<file path="src/rtl/lifo_drain_ctrl.sv">
// Drains a burst (or all) of the LIFO stack and re-presents the words as a valid/ready stream.
// Optional LIFO_DRAIN_LAST_EN adds out_last marking the final word of the burst.
module lifo_drain_ctrl #(
  parameter int unsigned WIDTH = 8,
  parameter int unsigned CNT_W = 4
) (
  input  logic             clk,
  input  logic             rstn,
  input  logic             start,
  input  logic [CNT_W-1:0] len,
  output logic             busy,
  output logic             done,
  output logic [CNT_W-1:0] drained,
  output logic             lifo_hold,
  output logic             lifo_pop,
  input  logic             lifo_empty,
  input  logic [WIDTH-1:0] lifo_dout,
  output logic             out_valid,
  input  logic             out_ready,
`ifdef LIFO_DRAIN_LAST_EN
  output logic             out_last,
`endif
  output logic [WIDTH-1:0] out_data
);

  typedef enum logic [1:0] {IDLE, DRAIN, FLUSH} state_t;

  state_t           state, state_d;
  logic [CNT_W-1:0] remaining;
  logic             mode_all;
  logic             inflight;
  logic [1:0]       occ, occ_d;
  logic [2:0]       occ_sum;
  logic [WIDTH-1:0] slot1;
  logic             fire;
  logic             done_d;
  logic             start_acc;

  assign fire      = out_valid & out_ready;
  assign start_acc = (state == IDLE) & start;
  assign occ_sum   = 3'(occ) + 3'(inflight);
  assign lifo_hold = busy;

  // Next state, pop request and buffer occupancy
  always_comb begin
    state_d  = state;
    done_d   = 1'b0;
    lifo_pop = 1'b0;
    occ_d    = occ;
    case (state)
      IDLE: begin
        if (start) state_d = DRAIN;
      end
      DRAIN: begin
        lifo_pop = !lifo_empty && (mode_all || (remaining != '0)) &&
                   (occ_sum < (3'd2 + 3'(fire)));
        if ((!mode_all && (remaining == '0)) || (lifo_empty && !inflight))
          state_d = FLUSH;
      end
      FLUSH: begin
        if ((occ == 2'd0) && !inflight) begin
          state_d = IDLE;
          done_d  = 1'b1;
        end
      end
      default: state_d = IDLE;
    endcase
    case ({inflight, fire})
      2'b10:   occ_d = occ + 2'd1;
      2'b01:   occ_d = occ - 2'd1;
      default: occ_d = occ;
    endcase
  end

  // Control, counters and the 2-entry output buffer (out_data is the head slot)
  always_ff @(posedge clk or negedge rstn) begin
    if (!rstn) begin
      state     <= IDLE;
      busy      <= 1'b0;
      done      <= 1'b0;
      inflight  <= 1'b0;
      occ       <= 2'd0;
      out_valid <= 1'b0;
      remaining <= '0;
      mode_all  <= 1'b0;
      drained   <= '0;
      out_data  <= '0;
      slot1     <= '0;
    end else begin
      state     <= state_d;
      busy      <= (state_d != IDLE);
      done      <= done_d;
      inflight  <= lifo_pop;
      occ       <= occ_d;
      out_valid <= (occ_d != 2'd0);

      if (start_acc) begin
        remaining <= len;
        mode_all  <= (len == '0);
      end else if (lifo_pop && !mode_all) begin
        remaining <= remaining - CNT_W'(1);
      end

      if (start_acc)
        drained <= '0;
      else if (fire && busy && (drained != '1))
        drained <= drained + CNT_W'(1);

      case ({inflight, fire})
        2'b10: begin
          if (occ == 2'd0) out_data <= lifo_dout;
          else             slot1    <= lifo_dout;
        end
        2'b01: out_data <= slot1;
        2'b11: begin
          if (occ == 2'd1) begin
            out_data <= lifo_dout;
          end else begin
            out_data <= slot1;
            slot1    <= lifo_dout;
          end
        end
        default: ;
      endcase
    end
  end

`ifdef LIFO_DRAIN_LAST_EN
  logic last1;
  logic last_c;

  // A word is last when nothing more can be popped for this burst at its capture
  assign last_c = (!mode_all && (remaining == '0)) || lifo_empty;

  always_ff @(posedge clk or negedge rstn) begin
    if (!rstn) begin
      out_last <= 1'b0;
      last1    <= 1'b0;
    end else begin
      case ({inflight, fire})
        2'b10: begin
          if (occ == 2'd0) out_last <= last_c;
          else             last1    <= last_c;
        end
        2'b01: out_last <= last1;
        2'b11: begin
          if (occ == 2'd1) begin
            out_last <= last_c;
          end else begin
            out_last <= last1;
            last1    <= last_c;
          end
        end
        default: ;
      endcase
    end
  end
`endif

endmodule

</file>
<file path="config.mk">
export PLATFORM = sky130hd
export DESIGN_NAME = lifo_drain_ctrl
export DESIGN_NICKNAME = d
export VERILOG_FILES = /design/src/rtl/lifo_drain_ctrl.sv
export SDC_FILE = /design/constraint.sdc
export NUM_CORES = 1
export LEC_CHECK = 0
export BUFFER_PORTS_ARGS = -buffer_cell sky130_fd_sc_hd__buf_2
export CAP_MARGIN = 0
export CORE_MARGIN = 2
export CORE_UTILIZATION = 30
export DETAILED_ROUTE_END_ITERATION = 10
export GPL_TIMING_DRIVEN = 0
export HOLD_SLACK_MARGIN = 0.1
export SKIP_CTS_REPAIR_TIMING = 1
export SYNTH_ARGS = -nofsm -noshare
export SYNTH_HDL_FRONTEND = slang
export SYNTH_SLANG_ARGS = --single-unit
</file>
<file path="constraint.sdc">
create_clock -name clk -period 6.4 [get_ports clk]
set_clock_uncertainty 0.2 [all_clocks]
set_input_delay 1.28 -clock clk [delete_from_list [all_inputs] [get_ports clk]]
set_output_delay 1.28 -clock clk [all_outputs]
set_load 0.005 [all_outputs]
</file>
==> summary.md <==
| Metric | Value |
|---|---|
| Count leader, synth | `dfrtp_1` |
| Tcrit/Tclk final | `62.1%` |
| # port buffers | `33` |
| Clock Latency Late Sink | `280 ps` |
| Power share of the clock group | `17.4%` |
| Slew HR | `46.3%` |
| DRT iter0 DRCs | `57` |
| Area leader, netlist | `dfrtp_1` |
| Clock sinks | `33` |
| #FFs+latches synth | `33` |
| Gate Count Post-Synth | `152` |
| Worst hold path depth | `1` |
| Crit. End Element | `output pin` |
| FFs w/ async S/R, synth | `100%` |
| Final HPWL DP | `2.42 mm` |
| Synth top cells by count | `dfrtp_1 (33), nor2_1 (16), inv_1 (11)` |
| Worst path most repeated cell | `buf_2` |
| Final instance area | `0.00200 sq mm` |
| Layout Nets | `219` |
| Post-DR wirelength/cell | `12.3 um` |
| Layout cells sized above 1 | `28.1%` |
| Total GRT Usage | `11.9%` |
| Maxcap violations | `0` |
| Worst Setup Path Type | `in -> out` |
| Hold crit path type | `reg -> reg` |
| RSZ-0062 raised after global routing | `no` |
| DRC Markers | `0` |
| Delay-heaviest family, CP | `simple AND/OR/NAND/NOR gates` |
| Reg2Reg Setup Slack | `4080 ps` |
| DR vias | `1232` |
| CP required | `4920 ps` |
| Worst Setup Start Kind | `input port` |
| DRT Pass-1 Iters | `4` |
| Worst r2r path cells | `6` |
| Post-synth EDFFs | `0` |
| DIE AREA | `0.00615 sq mm` |
| Final Slew Violations | `0` |
| Clock Tree Buf Depth | `2` |
| DIE WIDTH | `78.5 um` |
| Num CTS Buffers | `5` |
| Cell Chain, Critical Path | `buf_2, or4b_4, a211oi_2, buf_2` |
| Comb power frac | `42.4%` |
| Hold Path End | `slot1[3]$_DFFE_PN0P_` |
| Worst-path clk slew | `60 ps` |
| Leakage | `0.915 nW` |
| Outcome | `finished clean` |
| Worst Tran Pin Value | `801 ps` |
| Mapped Area | `0.00166 sq mm` |
| Switching Share | `36.6%` |
| Final Hold Fails | `0` |
| Net switching power figure | `327 uW` |
| Setup TNS | `0 ps` |
| Clk Tree Root Cell | `clkbuf_8` |
| Die Ht | `78.5 um` |
| Post-route ant nets | `0` |
| Antenna violations before repair | `0` |
| # diodes | `0` |
| Grt ovf | `0` |
| Synth-to-Final Area Change | `20.5%` |
| First-pass GRT wire length | `5.71 mm` |
| Power Internal | `567 uW` |
| Sequential-to-total area share from yosys stat | `49.7%` |
| Worst vdd ir | `0.000129 V` |
| Synth top area cells | `dfrtp_1 (50%), ha_1 (7.5%), mux2_2 (5.4%)` |
| CTS tree | `yes` |
| Peak Freq | `252 MHz` |
| Post-synth net total | `179` |
| Initial Util | `30.6%` |
| Slowest stage cell, crit path | `or4b_4` |
| CP Max Fanout | `4` |
| Pwr dens | `446 mW/mm^2` |
| Vias/cell | `4.67` |
| Worst Path Arrival | `2490 ps` |
| Placed Area | `0.00192 sq mm` |
| Top-Level Pins | `34` |
| Hold_sp | `slot1[3]$_DFFE_PN0P_` |
| CP bufs+invs | `2` |
| Number of global-route vias before repair | `1269` |
| Yosys warnings | `0` |
| Largest stage delay on the critical path | `550 ps` |
| Final setup fails | `0` |
| CORE AREA | `0.00544 sq mm` |
| Sequential share of power | `40.2%` |
| Share of the synthesized area in the top cell type | `49.7%` |
| Ys flop type | `dfrtp_1` |
| Synth Area per Inst | `10.9 sq um` |
| Largest net degree at the start of global routing | `34` |
| H-tree depth | `2` |
| Cell variety after synth | `35` |
| Crit path time final | `3970 ps` |
| Placer Congestion | `0.731` |
| Final WL | `3.24 mm` |
| RR Endpoint | `remaining[3]$_DFFE_PN0P_` |
| FF-to-FF Start | `inflight$_DFF_PN0_` |
| FP Rows | `27` |
logic make-up after synthesis:
| kind of cell | after synthesis | synth area share, % |
|---|---|---|
| AOI/OAI and AO/OA | 40 | 17.5 |
| xor gates and xnor gates | 5 | 2.63 |
| adders and majority gates | 10 | 7.52 |
| buffers and inverters | 15 | 3.84 |
| DFF | 33 | 49.7 |
| muxes | 11 | 7.22 |
| and+or+nand+nor | 38 | 11.7 |
through the flow:
| stage | cells | power (mW) | util (%) | hold slack (ps) | worst slack (ps) |
|---|---|---|---|---|---|
| after floorplan | 152 | 0.631 | - | 280 | 2790 |
| after global placement | 257 | 0.737 | 35.3 | 287 | 2440 |
| after detailed placement | 257 | 0.749 | 35.3 | 293 | 2430 |
| after CTS | 264 | 0.909 | 36.9 | 307 | 2420 |
| after global routing | 264 | 0.976 | 36.9 | 331 | 2400 |
| final | 264 | 0.895 | 36.9 | 305 | 2430 |
power by group through the flow:
stage                     registers (mW)  logic [mW]  clock network, mW
after CTS                          0.361       0.385              0.162
after floorplan                    0.358       0.273                  0
after global routing               0.372       0.433              0.171
after detailed placement           0.364       0.385                  0
after global placement             0.362       0.374                  0
final                              0.360       0.379              0.155
worst max-delay path by stage:
stage	to	start	slack, ps	cells past startpoint
2_1_floorplan	lifo_pop	lifo_empty	2790	2
3_3_place_gp	lifo_pop	lifo_empty	2440	4
3_5_place_dp	lifo_pop	lifo_empty	2430	4
4_1_cts	lifo_pop	lifo_empty	2420	4
5_1_grt	lifo_pop	lifo_empty	2400	4
6_report	lifo_pop	lifo_empty	2430	4
cell type report:
cell class	count	area, sq um
clock buffer	7	86.3
inverter	11	41.3
sequential	33	826
fill	548	3430
multi-input combinational	104	773
buffer	4	22.5
timing repair buffer	33	165
tap	72	90.1
cells in the final DEF (no fill, tap or decap), drive strengths merged:
cell     count
a31oi        2
nand2       10
o21ai        8
nor4b        2
nand3        2
nor2        16
o211ai       2
a21oi       10
or4          1
or4b         1
or2          1
clkbuf       9
a22oi        9
o31ai        1
buf         35
a2111oi      2
a311oi       1
dfrtp       33
xnor2        5
mux2i        3
nand2b       1
a31o         1
ha          10
mux2         8
inv         11
nor3b        1
a211oi       2
nor4         1
nand3b       2
a21o         1
a21bo        1
per-layer routing:
layer	track usage, %	vias to the layer above	part of all wire, %
met5	0	-	0
li1	-	623	-
met1	14.1	590	44
met3	3.45	6	2.7
met4	6.14	0	2.0
met2	19.6	13	51
state kept, by name, summed over array words and instances, names as in the netlist:
name       cells
mode_all       1
slot1          8
state          2
out_data       8
out_valid      1
busy           1
inflight       1
occ            2
done           1
remaining      4
drained        4
No activity file was read; power rests on OpenSTA's default activity.
